`src/rtl/monitor_pkg.sv`:
```
// monitor_pkg: FSM encoding and counter helper shared by the store monitor files.
package monitor_pkg;
   localparam logic [2:0] ST_IDLE  = 3'd0;
   localparam logic [2:0] ST_RUN   = 3'd1;
   localparam logic [2:0] ST_DRAIN = 3'd2;
   localparam logic [2:0] ST_PASS  = 3'd3;
   localparam logic [2:0] ST_FAIL  = 3'd4;
   typedef enum logic [2:0] {
      IDLE  = ST_IDLE,
      RUN   = ST_RUN,
      DRAIN = ST_DRAIN,
      PASS  = ST_PASS,
      FAIL  = ST_FAIL
   } state_e;
   function automatic logic [31:0] sat_inc(input logic [31:0] v);
      return (&v) ? v : v + 32'd1;
   endfunction
endpackage

```
`src/rtl/store_match.sv`:
```
// store_match: same-cycle compare of one store against one pass-pattern channel.
module store_match #(
   parameter int WIDTH = 64
) (
   input  logic             store,
   input  logic             en,
   input  logic [WIDTH-1:0] dataadr,
   input  logic [WIDTH-1:0] writedata,
   input  logic [WIDTH-1:0] adr,
   input  logic [WIDTH-1:0] data,
   output logic             hit
);
   assign hit = store && en && dataadr == adr && writedata == data;
endmodule

```
`src/rtl/store_monitor.sv`:
```
// store_monitor: watches stores for configured pass patterns, reports pass after a drain delay
// or fail on run-cycle timeout.
module store_monitor
   import monitor_pkg::*;
#(
   parameter int WIDTH      = 64,
   parameter int NCHK       = 4,
   parameter int TIMEOUT    = 1580,
   parameter int STOP_DELAY = 10,
   parameter int ORDERED    = 0
) (
   input  logic                                       clk,
   input  logic                                       reset,
   input  logic                                       start,
   input  logic [1:0]                                 memwrite,
   input  logic [WIDTH-1:0]                           dataadr,
   input  logic [WIDTH-1:0]                           writedata,
   input  logic                                       cfg_we,
   input  logic [$clog2(NCHK > 1 ? NCHK : 2)-1:0]     cfg_idx,
   input  logic [WIDTH-1:0]                           cfg_adr,
   input  logic [WIDTH-1:0]                           cfg_data,
   input  logic                                       cfg_en,
   output logic [2:0]                                 state,
   output logic                                       pass,
   output logic                                       fail,
   output logic                                       done,
   output logic [$clog2(NCHK > 1 ? NCHK : 2)-1:0]     pass_id,
   output logic [31:0]                                cycles,
   output logic [31:0]                                stores
);
   localparam int IW = $clog2(NCHK > 1 ? NCHK : 2);
   state_e           st;
   logic [WIDTH-1:0] tab_adr [NCHK];
   logic [WIDTH-1:0] tab_dat [NCHK];
   logic [NCHK-1:0]  en, hit;
   logic [IW-1:0]    ptr, first_en, next_en, hit_low, win_id;
   logic [31:0]      cnt;
   logic             store, cfg_ok, last, any_hit, ptr_hit, win;
   assign store   = |memwrite;
   assign state   = st;
   assign cfg_ok  = st == IDLE && cfg_we && int'(cfg_idx) < NCHK;
   assign ptr_hit = hit[ptr];
   assign win     = ORDERED != 0 ? ptr_hit && last : any_hit;
   assign win_id  = ORDERED != 0 ? ptr : hit_low;
   for (genvar i = 0; i < NCHK; i++) begin : g_ch
      store_match #(.WIDTH(WIDTH)) u_match (
         .store(store), .en(en[i]), .dataadr(dataadr), .writedata(writedata),
         .adr(tab_adr[i]), .data(tab_dat[i]), .hit(hit[i])
      );
   end
   // Descending scans leave the lowest qualifying index in each result.
   always_comb begin
      first_en = '0;
      next_en  = ptr;
      last     = 1'b1;
      hit_low  = '0;
      any_hit  = 1'b0;
      for (int i = NCHK - 1; i >= 0; i--) begin
         if (en[i]) first_en = IW'(i);
         if (en[i] && i > int'(ptr)) begin
            next_en = IW'(i);
            last    = 1'b0;
         end
         if (hit[i]) begin
            hit_low = IW'(i);
            any_hit = 1'b1;
         end
      end
   end
   always_ff @(posedge clk)
      if (!reset && cfg_ok) begin
         tab_adr[cfg_idx] <= cfg_adr;
         tab_dat[cfg_idx] <= cfg_data;
      end
   always_ff @(posedge clk)
      if (reset) begin
         st      <= IDLE;
         pass    <= 1'b0;
         fail    <= 1'b0;
         done    <= 1'b0;
         pass_id <= '0;
         cycles  <= '0;
         stores  <= '0;
         cnt     <= '0;
         ptr     <= '0;
         en      <= '0;
      end else begin
         case (st)
            IDLE: begin
               if (cfg_ok) en[cfg_idx] <= cfg_en;
               if (start) begin
                  st     <= RUN;
                  cycles <= '0;
                  stores <= '0;
                  ptr    <= first_en;
               end
            end
            RUN: begin
               if (store) stores <= sat_inc(stores);
               if (ORDERED != 0 && ptr_hit && !last) ptr <= next_en;
               // A qualifying match beats a timeout landing on the same cycle.
               if (win) begin
                  pass_id <= win_id;
                  if (STOP_DELAY == 0) begin
                     st   <= PASS;
                     pass <= 1'b1;
                     done <= 1'b1;
                  end else begin
                     st  <= DRAIN;
                     cnt <= 32'(STOP_DELAY);
                  end
               end else if (cycles >= 32'(TIMEOUT - 1)) begin
                  st   <= FAIL;
                  fail <= 1'b1;
                  done <= 1'b1;
               end else cycles <= sat_inc(cycles);
            end
            DRAIN: begin
               if (store) stores <= sat_inc(stores);
               cnt <= cnt - 32'd1;
               if (cnt <= 32'd1) begin
                  st   <= PASS;
                  pass <= 1'b1;
                  done <= 1'b1;
               end
            end
            default: ;
         endcase
      end
endmodule

```
`config.mk`:
```
export PLATFORM = sky130hd
export DESIGN_NAME = store_monitor
export DESIGN_NICKNAME = d
export VERILOG_FILES = /design/src/rtl/monitor_pkg.sv /design/src/rtl/store_match.sv /design/src/rtl/store_monitor.sv
export SDC_FILE = /design/constraint.sdc
export NUM_CORES = 1
export LEC_CHECK = 0
export ABC_AREA = 1
export BUFFER_PORTS_ARGS = -buffer_cell sky130_fd_sc_hd__buf_2
export CORE_MARGIN = 5
export CORE_UTILIZATION = 30
export CTS_CLUSTER_SIZE = 28
export DETAILED_ROUTE_END_ITERATION = 16
export PLACE_DENSITY = 0.44
export SKIP_LAST_GASP = 1
export SYNTH_ARGS = -nofsm -noshare
export SYNTH_HDL_FRONTEND = slang
export SYNTH_SLANG_ARGS = --single-unit
```
`constraint.sdc`:
```
create_clock -name clk -period 8.94 [get_ports clk]
set_input_delay 1.788 -clock clk [delete_from_list [all_inputs] [get_ports clk]]
set_output_delay 1.788 -clock clk [all_outputs]
set_load 0.05 [all_outputs]
```
==> out/qor.txt, run 1 <==
count of cell types in the netlist = 50
CTS buffer count = 77
most common cell in the netlist = nand2_1
first-pass GRT wire length = 189,000 um
GRT Overall Usage = 24.3%
max-cap violations = 0
Leakage = 15.5 nW
clock tree buffer depth = 3
Nets = 4,252
predominant post-synthesis flop cell = edfxtp_1
# setup viols final = 0
WP data required = 9520 ps
Ys Warns = 0
Initial Util = 30.1%
number of synthesized flops with an enable pin = 512
area of the mapped netlist = 0.0315 mm^2
VDD IR max = 0.124 mV
crit path kind = primary input to flop
Placement Rows = 119
number of fill cells in the layout = 10,990
worst r2r src = tab_dat[2][1]
Relative slew margins = 25.2%
async set or reset register ratio after synthesis = 0%
critical path peak fanout = 33
die extent in y = 334 um
overflow left after global routing = 0
Via-to-Cell Ratio = 4.77
top cells by count, synth = 1,043 x nand2_1, 622 x nor2_1, 512 x edfxtp_1
DRT iter0 DRCs = 2,704
pwr dens = 216 mW/mm^2
Clk pin slew, worst setup/hold paths = 60 ps
die width = 334 um
Worst Hold Launch = cycles[20]
H-tree levels = 3
cell count after synthesis = 3,631
vias = 26,042
post-synthesis register bit count = 620
RSZ-0062 raised after global routing = no
area leader, netlist = edfxtp_1
CTS hold repair buffers = 0
crit path time final = 4300 ps
wire per inst = 25.7 um
IO Port Bufs = 336
period utilization = 48.1%
post-route ant nets = 0
Final Max Tran Viols = 0
Top Ports = 337
Storage cell area = 0.0175 mm^2
layout cells sized above 1 = 13.8%
Synth area leaders = edfxtp_1 49%, nand2_1 12%, nor2_1 7.4%, dfxtp_1 6.9%, xor2_1 5.2%
PostCTS Resize Cnt = 0
final cell count without fillers = 5,458
Die Footprint = 0.112 mm^2
Clock Sink Count = 620
area of the multi-input gates = 0.0120 mm^2
Synth top area share = 48.8%
CTS tree = built
post-synthesis sequential area ratio = 55.6%
Root Driver = clkbuf_16
Worst setup SP type = primary input
vias in the first global route = 24,636
GP Congestion = 1.01
antenna violations before repair = 48
Slew @ Worst Pin = 1110 ps
critical path startpoint = writedata[1]
setup bufs post-CTS = 0
FMAX = 233 MHz
synthesis-to-finish area growth = 18.2%
Post-Route Setup TNS = 0 ps
Synth Area per Inst = 8.68 um^2
dpl cells = 5,295
final WL = 140,000 um
critical path capture point type = flop
Hold Vio Cnt, Final = 0
Worst EP arrival = 4880 ps
Core Area = 0.105 mm^2
post-synth net total = 3,900
worst skew pair latency = 670 ps
DRC viols = 0
dpl hpwl = 114,000 um
pin count of the biggest net entering global routing = 129
DR pass1 iterations = 6
type of the tightest min-delay check = flop to flop
Worst Skew = 33.3 ps
status = completed
==> flip-flops by register name (all words and copies together), names as in the netlist <==
signal	flops
stores	32
pass_id	2
en	4
done	1
state	3
cnt	32
fail	1
pass	1
tab_dat	256
cycles	32
tab_adr	256
==> routing by layer <==
metal	vias to the layer above	wire length (um)	global-route usage, %
li1	12306	-	-
met1	12436	58900	32.1
met4	22	5500	8.24
met5	-	132	0
met3	241	11500	5.68
met2	1037	64100	39.3
==> cell usage in the layout (no fill, tap or decap), types with 6 or more instances in the layout <==
master and count:
nor3b_1 11, inv_1 407, a21oi_1 62, buf_2 336
edfxtp_1 512, clkinv_1 12, nand3b_1 6, nand4_1 59
and2_1 13, inv_2 37, nand3_1 115, o21ai_0 80
diode_2 21, o21a_1 6, nor3_1 57, nor4_1 12
clkbuf_1 12, a21oi_2 8, nor2_1 618, dfxtp_1 108
or2_2 24, buf_4 7, nand2_2 10, xor2_1 187
nor2b_1 6, nand2_1 1043, xnor2_1 130, clkbuf_8 6
clkbuf_16 81, clkinv_2 18
==> layout make-up <==
cell class	count	share of cell area [%]
flip-flops and latches	620	47.1
well taps	1391	4.67
repair buffers	345	4.76
inverters	445	4.48
clock inverters	42	0.900
diodes	21	0.141
multi-input cells	2494	32.2
clock buffers	100	5.80
==> critical path: stages <==
cell and delay, ps:
buf_2 140, xnor2_1 880, nand2_1 130, nor2_1 330, nand2_1 90, nor2_1 120
nand3_1 90, nor2_1 140, nor2_1 100, nand2_2 120, nand2_4 270, nand2_4 440
nand2_1 90, a21oi_1 120
==> kinds of logic after synthesis <==
| family | synth area share (%) |
|---|---|
| flops | 55.6 |
| xor+xnor | 8.81 |
| fa+ha+maj | 0.159 |
| simple gates | 26.0 |
| compound gates | 2.99 |
| buf+inv | 6.44 |
==> metrics by stage <==
| step | setup slack [ps] | hold slack [ps] | utilization, % | cell area, um^2 | power, mW |
|---|---|---|---|---|---|
| finish | 4640 | 453 | 35.5 | 37300 | 8.06 |
| floorplan | 813 | 445 | - | 31500 | 4.39 |
| global route | 4590 | 465 | 35.5 | 37200 | 8.41 |
| CTS | 4800 | 455 | 35.5 | 37200 | 8.13 |
| global placement | 4040 | 446 | 33.1 | 34700 | 4.99 |
| detailed placement | 4110 | 445 | 33.1 | 34700 | 4.99 |
==> report_power, final <==
part	switching [mW]	internal [mW]
combinational	1.11	0.415
clock	1.30	1.83
sequential	0.106	3.31
==> worst paths after layout <==
path                 to  slack [ps]  depth (start not counted)
max           cycles[8]        4640                         14
min          cycles[20]         450                          2
max reg2reg   cycles[8]        5570                         13
min reg2reg  cycles[20]         450                          2
Note: power is estimated with default switching activity, not from simulation.
==> inputs of run 2 (changes only) <==
--- a/config.mk
+++ b/config.mk
@@ -11,7 +11,7 @@
 export CORE_UTILIZATION = 30
 export CTS_CLUSTER_SIZE = 28
 export DETAILED_ROUTE_END_ITERATION = 16
-export PLACE_DENSITY = 0.44
+export PLACE_DENSITY = 0.46
 export SKIP_LAST_GASP = 1
 export SYNTH_ARGS = -nofsm -noshare
 export SYNTH_HDL_FRONTEND = slang
==> constraint.sdc (replaced) <==
create_clock -name clk -period 3.8 [get_ports clk]
set_input_delay 0.76 -clock clk [delete_from_list [all_inputs] [get_ports clk]]
set_output_delay 0.76 -clock clk [all_outputs]
set_load 0.05 [all_outputs]
==> out/qor.txt, run 2 (synthesis gave the netlist of run 1 again) <==
slowest stage cell, crit path = xnor2_1
worst skew pair latency = 650 ps (-20 ps)
reg2reg end = fail
Initial Util = 30.1% (unchanged)
Relative slew margins = 44.4% (+19 points)
period utilization = 75.9%
die width = 334 um (unchanged)
FF-to-FF path depth = 12 (-1)
pre-CTS WS = 389 ps (-3720 ps)
Clock Sink Count = 620 (unchanged)
dpl hpwl = 114,000 um (about the same)
status = completed
max incr delay on CP = 650 ps (-230 ps)
layout cells sized above 1 = 14.6% (+0.82 points)
Worst setup SP type = flop
pwr dens = 495 mW/mm^2 (+130%)
CTS tree = built
final cell count without fillers = 5,502 (+0.81%)
Worst Hold Launch = cfg_data[54]
overflow left after global routing = 0 (unchanged)
worst r2r src = tab_dat[1][63]
max-cap violations = 0 (unchanged)
Leakage = 15.7 nW (+1.2%)
DRC viols = 0 (unchanged)
critical path peak fanout = 3 (-91%)
Final Max Tran Viols = 0 (unchanged)
R2R setup slack = 920 ps (-4650 ps)
crit-path cells = xnor2_1, nand2_1, nor2_1, nand2_1, nor2_1, nand2_1, nor2_1, nand3_1, nand2_1, nor2_1, nand3_1, a21oi_1
Slew @ Worst Pin = 828 ps (-286 ps)
final non-filler cell area = 0.0375 mm^2 (+0.77%)
Top Registers = tab_adr x256, tab_dat x256
vias = 25,958 (-0.32%)
DRT iter0 DRCs = 2,724 (+0.74%)
Die Footprint = 0.112 mm^2 (unchanged)
IO Port Bufs = 336 (unchanged)
leading cell type in the layout, fill and taps excluded = nand2_1
critical path capture point type = flop
Top Ports = 337 (unchanged)
number of fill cells in the layout = 10,918 (-0.66%)
vias in the first global route = 24,674 (+0.15%)
Hold Path End = tab_dat[1][54]
RSZ-0062 raised after global routing = no
Worst Skew = 26.6 ps (-6.71 ps)
Hold Crit Depth = 1 (-1)
setup bufs post-CTS = 0 (unchanged)
post-route ant nets = 0 (unchanged)
H-tree levels = 3 (unchanged)
wire per inst = 25.2 um (-1.9%)
Placement Rows = 119 (unchanged)
commonest non-fill, non-tap cells in the layout = 1,043 x nand2_1, 618 x nor2_1, 512 x edfxtp_1, 407 x inv_1, 336 x buf_2
Worst EP arrival = 3380 ps (-1500 ps)
dpl cells = 5,350 (+1.0%)
DR pass1 iterations = 5 (-1)
VDD IR max = 0.360 mV (+190%)
WP data required = 4300 ps (-5220 ps)
type of the tightest min-delay check = primary input to flop
crit path time final = 2880 ps
Hold Vio Cnt, Final = 0 (unchanged)
Clk pin slew, worst setup/hold paths = 60 ps (about the same)
GP Congestion = 1.04 (+3.3%)
FMAX = 347 MHz
PostCTS Resize Cnt = 0 (unchanged)
first-pass GRT wire length = 188,000 um (-0.63%)
synthesis-to-finish area growth = 19.1%
Nets = 4,305 (+1.2%)
antenna violations before repair = 49 (+2.1%)
die extent in y = 334 um (unchanged)
Total Power = 18.6 mW (+130%)
final setup margin = 917 ps (-3730 ps)
crit path kind = flop to flop
Core Area = 0.105 mm^2 (unchanged)
Root Driver = clkbuf_16
CTS buffer count = 75 (-2.6%)
clock tree buffer depth = 3 (unchanged)
GRT Overall Usage = 24.0% (-0.29 points)
# setup viols final = 0 (unchanged)
DP Area = 0.0352 mm^2 (+1.5%)
CTS hold repair buffers = 0 (unchanged)
final WL = 139,000 um (-1.1%)
pin count of the biggest net entering global routing = 68 (-47%)
Via-to-Cell Ratio = 4.72 (-1.1%)
run 2: per-stage QoR:
| stage | TNS [ps] | hold WS, ps | util [%] |
|---|---|---|---|
| detailed placement | 0 | 440 | 33.6 |
| CTS | 0 | 288 | 35.8 |
| finish | 0 | 325 | 35.8 |
| global placement | 0 | 440 | 33.6 |
| global route | 0 | 301 | 35.8 |
| floorplan | -597050 | 445 | - |
run 2: where the power goes:
group          switching (mW)  leakage [nW]  internal (mW)  total (mW)
clock                    2.97          1.12           3.91        6.88
combinational            2.60          9.11           1.08        3.68
sequential              0.247          5.51           7.78        8.03
total                    5.82          15.7           12.8        18.6
run 2: area by class of cell:
class | instances | area, um^2 | area share [%]
Sequential cell | 620 | 17500 | 46.7
Multi-Input combinational cell | 2494 | 12000 | 31.9
Timing Repair Buffer | 400 | 2290 | 6.09
Clock buffer | 96 | 1990 | 5.29
Tap cell | 1391 | 1740 | 4.63
Antenna cell | 19 | 47.5 | 0.127
Inverter | 445 | 1670 | 4.45
Clock inverter | 37 | 290 | 0.773
run 2: routing by layer:
layer,GRT usage (%),vias to the layer above,share of wire [%]
met5,0,-,0.13
met4,8.57,26,3.9
met1,31.8,12263,42
li1,-,12402,-
met3,5.13,250,8.1
met2,38.9,1017,46
run 2: how the worst max path moves through the flow:
stage / start / to / slack (ps) / cells after the start
after floorplan: reset / tab_adr[0][0] / -1170 / 3
after global placement: writedata[33] / cnt[3] / 410 / 18
after detailed placement: writedata[33] / cnt[3] / 390 / 18
after CTS: tab_adr[3][13] / cnt[3] / 960 / 15
after global routing: tab_adr[3][13] / cnt[3] / 870 / 15
final: tab_dat[1][63] / fail / 920 / 12
run 2: worst max-delay path, delay by kind of cell (launching register included):
kind | cells | cell delay, ps
XOR/XNOR | 1 | 650
AO/OA/AOI/OAI | 1 | 90
AND/OR/NAND/NOR | 10 | 1590
flip-flops | 1 | 370
